File: src/rtl/chip8_ps2_keypad_if.sv
// Keypad-side bus of the CHIP-8 PS/2 keypad: held keys, press events, errors.
// The master drives key state; the slave (machine) owns keys_clear.
interface chip8_ps2_keypad_if;
    logic        keys_clear;
    logic [15:0] keys;
    logic        key_down;
    logic [3:0]  key_code;
    logic        frame_err;

    modport master (
        input  keys_clear,
        output keys,
        output key_down,
        output key_code,
        output frame_err
    );

    modport slave (
        output keys_clear,
        input  keys,
        input  key_down,
        input  key_code,
        input  frame_err
    );
endinterface

File: src/rtl/chip8_ps2_keypad.sv
// PS/2 set-2 receiver and decoder mapping 16 QWERTY keys onto the CHIP-8
// hex keypad; produces held-key vector, press strobe and frame errors.
module chip8_ps2_keypad #(
    parameter int FILTER_LEN     = 4,
    parameter int TIMEOUT_CYCLES = 20000
) (
    input  logic clk_sys,
    input  logic reset_n,
    input  logic ps2_clk,
    input  logic ps2_dat,
    chip8_ps2_keypad_if.master kp
);

    localparam int TMO_W = $clog2(TIMEOUT_CYCLES + 1);

    typedef enum logic [1:0] {
        RX_IDLE,
        RX_DATA,
        RX_PARITY,
        RX_STOP
    } rx_state_e;

    typedef enum logic [1:0] {
        D_IDLE,
        D_BREAK,
        D_EXT,
        D_EXT_BREAK
    } dec_state_e;

    logic [1:0]            clk_sync_q;
    logic [1:0]            dat_sync_q;
    logic [FILTER_LEN-1:0] clk_hist_q;
    logic [FILTER_LEN-1:0] dat_hist_q;
    logic                  flt_clk_q;
    logic                  flt_clk_d;
    logic                  flt_dat_q;
    logic                  flt_dat_d;
    logic                  clk_prev_q;
    logic                  fall;
    logic                  smp;

    rx_state_e             rx_state_q;
    rx_state_e             rx_state_d;
    logic [2:0]            bit_cnt_q;
    logic [2:0]            bit_cnt_d;
    logic [7:0]            shift_q;
    logic [7:0]            shift_d;
    logic [TMO_W-1:0]      tmo_q;
    logic [TMO_W-1:0]      tmo_d;
    logic                  byte_valid_q;
    logic                  byte_valid_d;
    logic                  frame_err_q;
    logic                  frame_err_d;

    dec_state_e            dec_q;
    dec_state_e            dec_d;
    logic [15:0]           keys_q;
    logic [15:0]           keys_d;
    logic                  key_down_q;
    logic                  key_down_d;
    logic [3:0]            key_code_q;
    logic [3:0]            key_code_d;
    logic [4:0]            lut;
    logic                  hit;
    logic [3:0]            hex;

    // Returns {hit, hex} for the 16 keys of the 1234/QWER/ASDF/ZXCV block.
    function automatic logic [4:0] map_code(input logic [7:0] sc);
        logic [4:0] r;
        r = 5'h00;
        case (sc)
            8'h16: r = {1'b1, 4'h1};
            8'h1E: r = {1'b1, 4'h2};
            8'h26: r = {1'b1, 4'h3};
            8'h25: r = {1'b1, 4'hC};
            8'h15: r = {1'b1, 4'h4};
            8'h1D: r = {1'b1, 4'h5};
            8'h24: r = {1'b1, 4'h6};
            8'h2D: r = {1'b1, 4'hD};
            8'h1C: r = {1'b1, 4'h7};
            8'h1B: r = {1'b1, 4'h8};
            8'h23: r = {1'b1, 4'h9};
            8'h2B: r = {1'b1, 4'hE};
            8'h1A: r = {1'b1, 4'hA};
            8'h22: r = {1'b1, 4'h0};
            8'h21: r = {1'b1, 4'hB};
            8'h2A: r = {1'b1, 4'hF};
            default: r = 5'h00;
        endcase
        return r;
    endfunction

    // A level is accepted only after FILTER_LEN identical synced samples.
    always_comb begin
        flt_clk_d = flt_clk_q;
        flt_dat_d = flt_dat_q;
        if (&clk_hist_q) begin
            flt_clk_d = 1'b1;
        end else if (~|clk_hist_q) begin
            flt_clk_d = 1'b0;
        end
        if (&dat_hist_q) begin
            flt_dat_d = 1'b1;
        end else if (~|dat_hist_q) begin
            flt_dat_d = 1'b0;
        end
    end

    always_ff @(posedge clk_sys or negedge reset_n) begin
        if (!reset_n) begin
            clk_sync_q <= 2'b11;
            dat_sync_q <= 2'b11;
            clk_hist_q <= '1;
            dat_hist_q <= '1;
            flt_clk_q  <= 1'b1;
            flt_dat_q  <= 1'b1;
            clk_prev_q <= 1'b1;
        end else begin
            clk_sync_q <= {clk_sync_q[0], ps2_clk};
            dat_sync_q <= {dat_sync_q[0], ps2_dat};
            clk_hist_q <= {clk_hist_q[FILTER_LEN-2:0], clk_sync_q[1]};
            dat_hist_q <= {dat_hist_q[FILTER_LEN-2:0], dat_sync_q[1]};
            flt_clk_q  <= flt_clk_d;
            flt_dat_q  <= flt_dat_d;
            clk_prev_q <= flt_clk_q;
        end
    end

    assign fall = clk_prev_q & ~flt_clk_q;
    assign smp  = flt_dat_q;

    always_comb begin
        rx_state_d   = rx_state_q;
        bit_cnt_d    = bit_cnt_q;
        shift_d      = shift_q;
        tmo_d        = tmo_q;
        byte_valid_d = 1'b0;
        frame_err_d  = 1'b0;
        if (rx_state_q == RX_IDLE || fall) begin
            tmo_d = '0;
        end else begin
            tmo_d = tmo_q + TMO_W'(1);
        end
        if (fall) begin
            unique case (rx_state_q)
                RX_IDLE: begin
                    if (!smp) begin
                        rx_state_d = RX_DATA;
                        bit_cnt_d  = 3'd0;
                    end
                end
                RX_DATA: begin
                    shift_d   = {smp, shift_q[7:1]};
                    bit_cnt_d = bit_cnt_q + 3'd1;
                    if (bit_cnt_q == 3'd7) begin
                        rx_state_d = RX_PARITY;
                    end
                end
                RX_PARITY: begin
                    if (^{shift_q, smp}) begin
                        rx_state_d = RX_STOP;
                    end else begin
                        rx_state_d  = RX_IDLE;
                        frame_err_d = 1'b1;
                    end
                end
                RX_STOP: begin
                    rx_state_d = RX_IDLE;
                    if (smp) begin
                        byte_valid_d = 1'b1;
                    end else begin
                        frame_err_d = 1'b1;
                    end
                end
            endcase
        end else if (rx_state_q != RX_IDLE &&
                     tmo_q == TMO_W'(TIMEOUT_CYCLES - 1)) begin
            rx_state_d  = RX_IDLE;
            shift_d     = 8'h00;
            tmo_d       = '0;
            frame_err_d = 1'b1;
        end
    end

    always_ff @(posedge clk_sys or negedge reset_n) begin
        if (!reset_n) begin
            rx_state_q   <= RX_IDLE;
            bit_cnt_q    <= 3'd0;
            shift_q      <= 8'h00;
            tmo_q        <= '0;
            byte_valid_q <= 1'b0;
            frame_err_q  <= 1'b0;
        end else begin
            rx_state_q   <= rx_state_d;
            bit_cnt_q    <= bit_cnt_d;
            shift_q      <= shift_d;
            tmo_q        <= tmo_d;
            byte_valid_q <= byte_valid_d;
            frame_err_q  <= frame_err_d;
        end
    end

    // shift_q still holds the received byte while byte_valid_q is high.
    assign lut = map_code(shift_q);
    assign hit = lut[4];
    assign hex = lut[3:0];

    always_comb begin
        dec_d      = dec_q;
        keys_d     = keys_q;
        key_down_d = 1'b0;
        key_code_d = key_code_q;
        if (byte_valid_q) begin
            unique case (dec_q)
                D_IDLE: begin
                    if (shift_q == 8'hF0) begin
                        dec_d = D_BREAK;
                    end else if (shift_q == 8'hE0) begin
                        dec_d = D_EXT;
                    end else if (hit && !keys_q[hex]) begin
                        keys_d[hex] = 1'b1;
                        key_down_d  = 1'b1;
                        key_code_d  = hex;
                    end
                end
                D_BREAK: begin
                    dec_d = D_IDLE;
                    if (hit) begin
                        keys_d[hex] = 1'b0;
                    end
                end
                D_EXT: begin
                    dec_d = (shift_q == 8'hF0) ? D_EXT_BREAK : D_IDLE;
                end
                D_EXT_BREAK: begin
                    dec_d = D_IDLE;
                end
            endcase
        end
        if (kp.keys_clear) begin
            dec_d      = D_IDLE;
            keys_d     = 16'h0000;
            key_down_d = 1'b0;
            key_code_d = key_code_q;
        end
    end

    always_ff @(posedge clk_sys or negedge reset_n) begin
        if (!reset_n) begin
            dec_q      <= D_IDLE;
            keys_q     <= 16'h0000;
            key_down_q <= 1'b0;
            key_code_q <= 4'h0;
        end else begin
            dec_q      <= dec_d;
            keys_q     <= keys_d;
            key_down_q <= key_down_d;
            key_code_q <= key_code_d;
        end
    end

    assign kp.keys      = keys_q;
    assign kp.key_down  = key_down_q;
    assign kp.key_code  = key_code_q;
    assign kp.frame_err = frame_err_q;

endmodule
File: src/flat_wrapper.sv
// flat-port wrapper written by rule: the top's interface ports become plain ports
module chip8_ps2_keypad_flat 
#(
    parameter int FILTER_LEN     = 4,
    parameter int TIMEOUT_CYCLES = 20000
)
  (clk_sys, reset_n, ps2_clk, ps2_dat, kp_keys_clear, kp_keys, kp_key_down, kp_key_code, kp_frame_err);
  chip8_ps2_keypad_if kp_i ();
  input  logic clk_sys;
  input  logic reset_n;
  input  logic ps2_clk;
  input  logic ps2_dat;
  input wire logic [$bits(kp_i.keys_clear)-1:0] kp_keys_clear;
  output wire logic [$bits(kp_i.keys)-1:0] kp_keys;
  output wire logic [$bits(kp_i.key_down)-1:0] kp_key_down;
  output wire logic [$bits(kp_i.key_code)-1:0] kp_key_code;
  output wire logic [$bits(kp_i.frame_err)-1:0] kp_frame_err;
  assign kp_i.keys_clear = kp_keys_clear;
  assign kp_keys = kp_i.keys;
  assign kp_key_down = kp_i.key_down;
  assign kp_key_code = kp_i.key_code;
  assign kp_frame_err = kp_i.frame_err;
  chip8_ps2_keypad #(.FILTER_LEN(FILTER_LEN), .TIMEOUT_CYCLES(TIMEOUT_CYCLES)) u_core (.clk_sys(clk_sys), .reset_n(reset_n), .ps2_clk(ps2_clk), .ps2_dat(ps2_dat), .kp(kp_i));
endmodule
File: config.mk
export PLATFORM = sky130hd
export DESIGN_NAME = chip8_ps2_keypad_flat
export DESIGN_NICKNAME = d
export VERILOG_FILES = /design/src/rtl/chip8_ps2_keypad_if.sv /design/src/rtl/chip8_ps2_keypad.sv /design/src/flat_wrapper.sv
export SDC_FILE = /design/constraint.sdc
export NUM_CORES = 1
export LEC_CHECK = 0
export BUFFER_PORTS_ARGS = -buffer_cell sky130_fd_sc_hd__buf_2
export CELL_PAD_IN_SITES_DETAIL_PLACEMENT = 1
export CELL_PAD_IN_SITES_GLOBAL_PLACEMENT = 1
export CORE_MARGIN = 1.5
export CORE_UTILIZATION = 47
export CTS_CLUSTER_DIAMETER = 150
export DETAILED_ROUTE_END_ITERATION = 8
export GPL_TIMING_DRIVEN = 0
export PLACE_DENSITY = 0.79
export SLEW_MARGIN = 20
export SYNTH_ARGS = -nofsm -noshare
export SYNTH_HDL_FRONTEND = slang
export SYNTH_SLANG_ARGS = --single-unit
File: constraint.sdc
create_clock -name clk_sys -period 3.9 [get_ports clk_sys]
set_clock_uncertainty 0.05 [all_clocks]
set_input_delay 0.78 -clock clk_sys [delete_from_list [all_inputs] [get_ports clk_sys]]
set_output_delay 0.78 -clock clk_sys [all_outputs]
set_load 0.005 [all_outputs]
## After elaboration in Yosys (flattened, before gate mapping)

Memory sizes are Yosys's and may differ from the RTL's.
Cells that the tools add are included.
W data, S select, Z words.

| word-level totals | value |
|---|---|
| register bits after elaboration | 68 |
| memory bits (read-only) | 320 |
| bits of input ports | 5 |
| output and inout port bits | 22 |
| logic and storage cells | 126 |
| memories kept | 1 |

| cells by class | value |
|---|---|
| add/subtract/negate cells | 2 |
| $lt $le $gt $ge | 2 |
| equality and inequality tests | 21 |
| mux-type cells | 50 |
| bitwise gates (word level) | 8 |
| reductions and logical operators | 25 |

Memories:

| name | words | width | read ports | clocked after Yosys merged registers in | wr ports | line | RTL |
|---|---|---|---|---|---|---|---|
| (no name shown) | 64 | 5 | 1 | 0 | 0 | chip8_ps2_keypad.sv:71 | `case (sc)` |

Operators by type and width:

| cell | count |
|---|---|
| $mux W16 | 6 |
| $mux W15 | 3 |
| $pmux W16 S2 | 1 |
| $mux W8 | 3 |
| $mux W2 | 10 |
| $mux W1 | 19 |
| $and A16 B16 Y16 | 1 |
| $eq A8 B8 Y1 const B | 2 |
| $not A16 Y16 | 1 |
| $or A16 B16 Y16 | 1 |
| $add A15 B1 Y15 const B | 1 |
| $eq A15 B15 Y1 const B | 1 |
| $ne A3 B3 Y1 const B | 4 |
| $reduce_and A6 Y1 | 2 |
| $reduce_xor A9 Y1 | 1 |
| $eq A2 B2 Y1 const B | 4 |
| $pmux W2 S4 | 1 |
| $reduce_and A4 Y1 | 2 |
| $reduce_bool A2 Y1 | 4 |
| $reduce_or A4 Y1 | 2 |
| $logic_not A2 Y1 | 3 |
| $ne A3 B2 Y1 const B | 2 |
| $pmux W2 S3 | 1 |
| $pmux W3 S2 | 1 |
| 22 further kinds | 32 |

## Logic depth before layout (Yosys ltp)

| depth | value |
|---|---|
| word-level depth | 13 |
| depth in mapped cells | 11 |
| depth with buffers taken out | 10 |

## Worst setup path after synthesis

OpenSTA, ideal clock, no wires.

| path | value |
|---|---|
| kind | register to register |
| start | reg u_core.shift_q[1] |
| end | reg u_core.key_code_q[0] (netlist: u_core.kp.key_code[0]) |
| library setup time | 0.128 ns |
| arrival | 2.926 ns |
| path slack | 0.796 ns |
| stages on the path, launching flop included | 11 |
| period minus slack after synthesis | 3.104 ns |
| path through | dfrtp_1 inv_1 ha_1 a21boi_0 nand2_1 a221oi_2 mux2_2 a22oi_1 a2bb2oi_1 nand3_2 mux2_1 |

| between the ends | value |
|---|---|
| longest elaborated chain between the ends | 7 |
| elaborated cells on any way between the ends | 11 |

Ends and longest elaborated chain:

| element | line | RTL |
|---|---|---|
| start: declaration | chip8_ps2_keypad.sv:46 | `logic [7:0] shift_q;` |
| start signal: assignment | chip8_ps2_keypad.sv:196 | `shift_q <= shift_d;` |
| $mem_v2 Z64 W5 | n/a |  |
| $mux W5 | chip8_ps2_keypad.sv:71 |  |
| $bmux W1 S4 | chip8_ps2_keypad.sv:220 | `end else if (hit && !keys_q[hex]) begin` |
| $mux W1 (not written as such) | chip8_ps2_keypad.sv:220 |  |
| $logic_not A1 Y1 | chip8_ps2_keypad.sv:220 |  |
| $logic_and A1 B1 Y1 | chip8_ps2_keypad.sv:220 |  |
| $reduce_and A6 Y1 (no line) | n/a |  |
| end signal: assignment | chip8_ps2_keypad.sv:258 | `key_code_q <= key_code_d;` |
| end: declaration | chip8_ps2_keypad.sv:61 | `logic [3:0] key_code_q;` |

Several ways; a longest one is shown, not always the timed one. The select of a mux whose other input is x is not followed.
A chain may end at the register's enable or synchronous reset.

## Worst setup path after layout

| path | value |
|---|---|
| start | reg u_core.shift_q[1] |
| end | reg u_core.keys_q[3] (netlist: u_core.kp.keys[3]) |

| between the ends | value |
|---|---|
| longest elaborated chain between the ends | 13 |
| elaborated cells on any way between the ends | 28 |

Ends and longest elaborated chain:

| element | line | RTL |
|---|---|---|
| $mem_v2 Z64 W5 | n/a |  |
| $mux W5 | chip8_ps2_keypad.sv:71 |  |
| $lt A4 B5 Y1 (not written as such) / $ge A4 B1 Y1 (equally long branches) | chip8_ps2_keypad.sv:221, chip8_ps2_keypad.sv:229 |  |
| $logic_and A1 B1 Y1 (not written as such) | chip8_ps2_keypad.sv:221, chip8_ps2_keypad.sv:229 |  |
| $mux W1 (not written as such) | chip8_ps2_keypad.sv:221, chip8_ps2_keypad.sv:229 |  |
| $demux W1 S4 | n/a |  |
| $or A16 B16 Y16 (no line) | n/a |  |
| $mux W16 | chip8_ps2_keypad.sv:220 |  |
| $mux W16 | chip8_ps2_keypad.sv:218 | `end else if (shift_q == 8'hE0) begin` |
| $mux W16 | chip8_ps2_keypad.sv:216 | `if (shift_q == 8'hF0) begin` |
| $pmux W16 S2 | chip8_ps2_keypad.sv:214 | `unique case (dec_q)` |
| $mux W16 | chip8_ps2_keypad.sv:213 | `if (byte_valid_q) begin` |
| $mux W16 | chip8_ps2_keypad.sv:240 | `if (kp.keys_clear) begin` |
| end signal: assignment | chip8_ps2_keypad.sv:256 | `keys_q <= keys_d;` |
| end: declaration | chip8_ps2_keypad.sv:57 | `logic [15:0] keys_q;` |

Several ways; a longest one is shown, not always the timed one. The select of a mux whose other input is x is not followed.

==> results_dict.tcl <==
set metrics [dict create \
    internal_power_mw 1.33 \
    firstDrtPassIters 4 \
    p_per_area_nw_per_um2 472 \
    clk_latency_ns 0.35 \
    gr-total-overflow 0 \
    cp-start-kind "flop" \
    setup_viol 0 \
    fmax_mhz 271 \
    nets 427 \
    cts_inserted_buffers 9 \
    syn_area_sq_um 3690 \
    place.gp.congestion 0.866 \
    max-vdd-ir-drop_mv 0.265 \
    drv_slew 0 \
    rows 32 \
    grt_pass1_wl_mm 16.8 \
    synth-warning-count 0 \
    crit_type "reg2reg" \
    io_pins 27 \
    postSynthAreaPerCell_sq_um 9.83 \
    ys_ff_latch 68 \
    n_antenna_cell 0 \
    die-area_sq_um 8390 \
    whs_ns 0.268 \
    routedWlPerCell_um 19.0 \
    postSynthNetCount 389 \
    grt_max_degree 47 \
    critPathCaptureType "flop" \
    drive_gt1_frac 0.196 \
    drtAntennaViolNets 0 \
    vias 3107 \
    dpl.hpwl_mm 7.08 \
    swShare 0.333 \
    root_buffer "clkbuf_8" \
    seq_area_sq_um 1720 \
    min_path_type "in2async" \
    track_usage 0.255 \
    drcViolationCount 0 \
    ys.flop_type "dfrtp_1" \
    holdBufCountCts 0 \
    grt_pass1_vias 3279 \
    core_area_sq_um 7650 \
    drv_cap 0 \
    die_h_um 91.6 \
    reg2reg_to "u_core.kp.keys[3]$_DFFE_PN0P_" \
    crit_arrival_ns 3.90 \
    r2r_start "u_core.shift_q[1]$_DFFE_PN0P_" \
    synthArstFlopShare 1.00 \
    path_clk_slew_ns 0.08 \
    area_delta_synth_final_pct 14.4 \
    vias_per_cell 5.98 \
    cts_repair_resize_count 0 \
    pwr-share-comb 0.252 \
    tns_ns 0 \
    status "finished clean" \
    yosysSeqAreaShare 0.467 \
    cp.required_ns 4.10 \
    maxSlewHeadroom 0.375 \
    power_frac_seq 0.413 \
    finalCritPeriodShare 0.947 \
    antenna_found_initial 0 \
    fin_crit_ns 3.69 \
    drt-initial-drc-count 118 \
    ys_types 68 \
    die_x_um 91.6 \
    r2r_cells 11 \
    hold_viol 0 \
    initial_core_util 0.482 \
    fillCellCount 865 \
    p_sw_mw 0.663 \
    worst_slew_pin_slew_ns 0.930 \
    cts_max_level 3 \
    clock-sinks 68 \
    post_cts_buffers 0 \
    cts_tree "yes" \
    synth_cells 375 \
    p_leak_nw 1.84 \
    p_clk_frac 0.335 \
    port_buffers 26 \
    clock_tree.buffer_depth 2 \
    wirelength_mm 9.89 \
    r2r_slack_ns 0.21 \
    synth-edff-count 0 \
    crit_fanout 10 \
    multi_input_comb_area_sq_um 1860 \
]
[synthesized netlist by cell type (all sizes together), types with 2 or more instances]
master   number  area share
dfrtp        53        0.36
nor2         36       0.037
o21ai        28       0.038
a21oi        26       0.035
nand2        25       0.025
o31ai        16       0.034
dfstp        15        0.11
inv          14       0.014
nand3        12       0.018
nor3         12       0.016
a22o         11       0.026
xor2         11       0.026
clkbuf        9      0.0092
ha            9       0.031
xnor2         9       0.023
buf           7       0.012
nor2b         6       0.012
mux2          5       0.015
nand2b        5       0.011
or3           5      0.0085
a31oi         4      0.0068
nand4         4      0.0068
a211oi        3      0.0075
a2bb2oi       3      0.0071
and3          3      0.0051
mux2i         3      0.0081
nor4          3      0.0051
or2           3      0.0051
a21boi        2      0.0051
a21o          2      0.0041
a311o         2      0.0054
and2          2      0.0034
and4          2      0.0054
nand3b        2      0.0041
o211ai        2      0.0041
o311ai        2      0.0048
o32ai         2      0.0048
or4           2      0.0051
[worst max path at each step]
stage | startpoint | to | slack, ns | depth (start not counted)
finish | u_core.shift_q[1]$_DFFE_PN0P_ | u_core.kp.keys[3]$_DFFE_PN0P_ | 0.21 | 11
global route | u_core.shift_q[1]$_DFFE_PN0P_ | u_core.kp.keys[1]$_DFFE_PN0P_ | -0.04 | 11
CTS | u_core.shift_q[0]$_DFFE_PN0P_ | u_core.kp.keys[7]$_DFFE_PN0P_ | 0.04 | 11
detailed placement | u_core.shift_q[0]$_DFFE_PN0P_ | u_core.kp.keys[7]$_DFFE_PN0P_ | 0.07 | 11
global placement | u_core.shift_q[0]$_DFFE_PN0P_ | u_core.kp.keys[1]$_DFFE_PN0P_ | 0.17 | 11
floorplan | u_core.shift_q[1]$_DFFE_PN0P_ | u_core.kp.key_code[0]$_DFFE_PN0P_ | 0.80 | 10
[critical path, cell delays in order, from the launching register on]
cell and delay [ns]:
dfrtp_1 0.49, inv_1 0.13, ha_1 0.25, a21boi_0 0.31
nand2_1 0.17, a221oi_4 0.62, mux2_2 0.41, a22oi_1 0.19
a2bb2oi_1 0.31, a21boi_2 0.19, buf_6 0.19, o31ai_1 0.26
[routing by layer]
metal | wire, um | track usage | vias to the layer above | share of wire
li1 | - | - | 1442 | -
met1 | 4670 | 0.347 | 1610 | 0.47
met2 | 4890 | 0.421 | 44 | 0.49
met3 | 191 | 0.0327 | 11 | 0.019
met4 | 131 | 0.0859 | 0 | 0.013
met5 | 0 | 0 | - | 0
[cells in the final DEF, fill, tap and decap left out, types with 8 or more instances in the layout]
master | synthesis | final
dfstp_2 | 15 | 15
nand3_1 | 11 | 10
o31ai_1 | 15 | 14
a21oi_1 | 26 | 26
nand2_1 | 25 | 25
xor2_1 | 11 | 11
o21ai_0 | 26 | 26
nor2_1 | 36 | 36
dfrtp_1 | 53 | 53
ha_1 | 9 | 9
a22o_1 | 11 | 11
clkbuf_8 | 0 | 9
xnor2_1 | 8 | 8
inv_1 | 14 | 14
nor3_1 | 12 | 12
clkbuf_1 | 9 | 9
buf_2 | 2 | 27
[metrics by stage]
step,util,setup slack [ns],instances,power (mW),instance area [sq um]
finish,0.552,0.208,520,1.99,4220
global route,0.552,-0.0394,520,2.10,4220
CTS,0.549,0.0372,520,2.00,4200
detailed placement,0.520,0.0724,504,1.33,3980
global placement,0.516,0.168,503,1.30,3950
floorplan,-,0.796,375,1.19,3690
[area by class of cell]
| cell class | count | share of cell area |
|---|---|---|
| Clock buffer | 9 | 0.0294 |
| Multi-Input combinational cell | 277 | 0.440 |
| Clock inverter | 7 | 0.0234 |
| Timing Repair Buffer | 27 | 0.0380 |
| Buffer | 16 | 0.0184 |
| Inverter | 14 | 0.0125 |
| Tap cell | 102 | 0.0302 |
| Sequential cell | 68 | 0.408 |
[power by group through the flow]
| stage | combinational (mW) | clock (mW) | sequential [mW] |
|---|---|---|---|
| floorplan | 0.372 | 0 | 0.818 |
| detailed placement | 0.496 | 0 | 0.834 |
| global route | 0.558 | 0.709 | 0.832 |
| finish | 0.502 | 0.666 | 0.822 |
| CTS | 0.497 | 0.681 | 0.822 |
| global placement | 0.474 | 0 | 0.829 |
[registers in the layout, summed over array words and instances (netlist names)]
register	count
u_core.bit_cnt_q	3
u_core.byte_valid_q	1
u_core.clk_hist_q	4
u_core.clk_prev_q	1
u_core.clk_sync_q	2
u_core.dat_hist_q	4
u_core.dat_sync_q	2
u_core.dec_q	2
u_core.flt_clk_q	1
u_core.flt_dat_q	1
u_core.kp.frame_err	1
u_core.kp.key_code	4
u_core.kp.key_down	1
u_core.kp.keys	16
u_core.rx_state_q	2
u_core.shift_q	8
u_core.tmo_q	15
[cells by family (layout without fill, tap and decap cells)]
| kind of cell | count (synthesis) | after routing | share of synthesized area |
|---|---|---|---|
| AND/OR/NAND/NOR | 129 | 129 | 0.184 |
| AO/OA/AOI/OAI | 111 | 111 | 0.211 |
| adder cells (fa/ha/maj) | 9 | 9 | 0.0305 |
| multiplexers | 8 | 8 | 0.0234 |
| buffers and inverters | 30 | 73 | 0.0353 |
| flip-flops | 68 | 68 | 0.467 |
| XOR/XNOR | 20 | 20 | 0.0495 |
No activity file was read; power rests on OpenSTA's default activity.
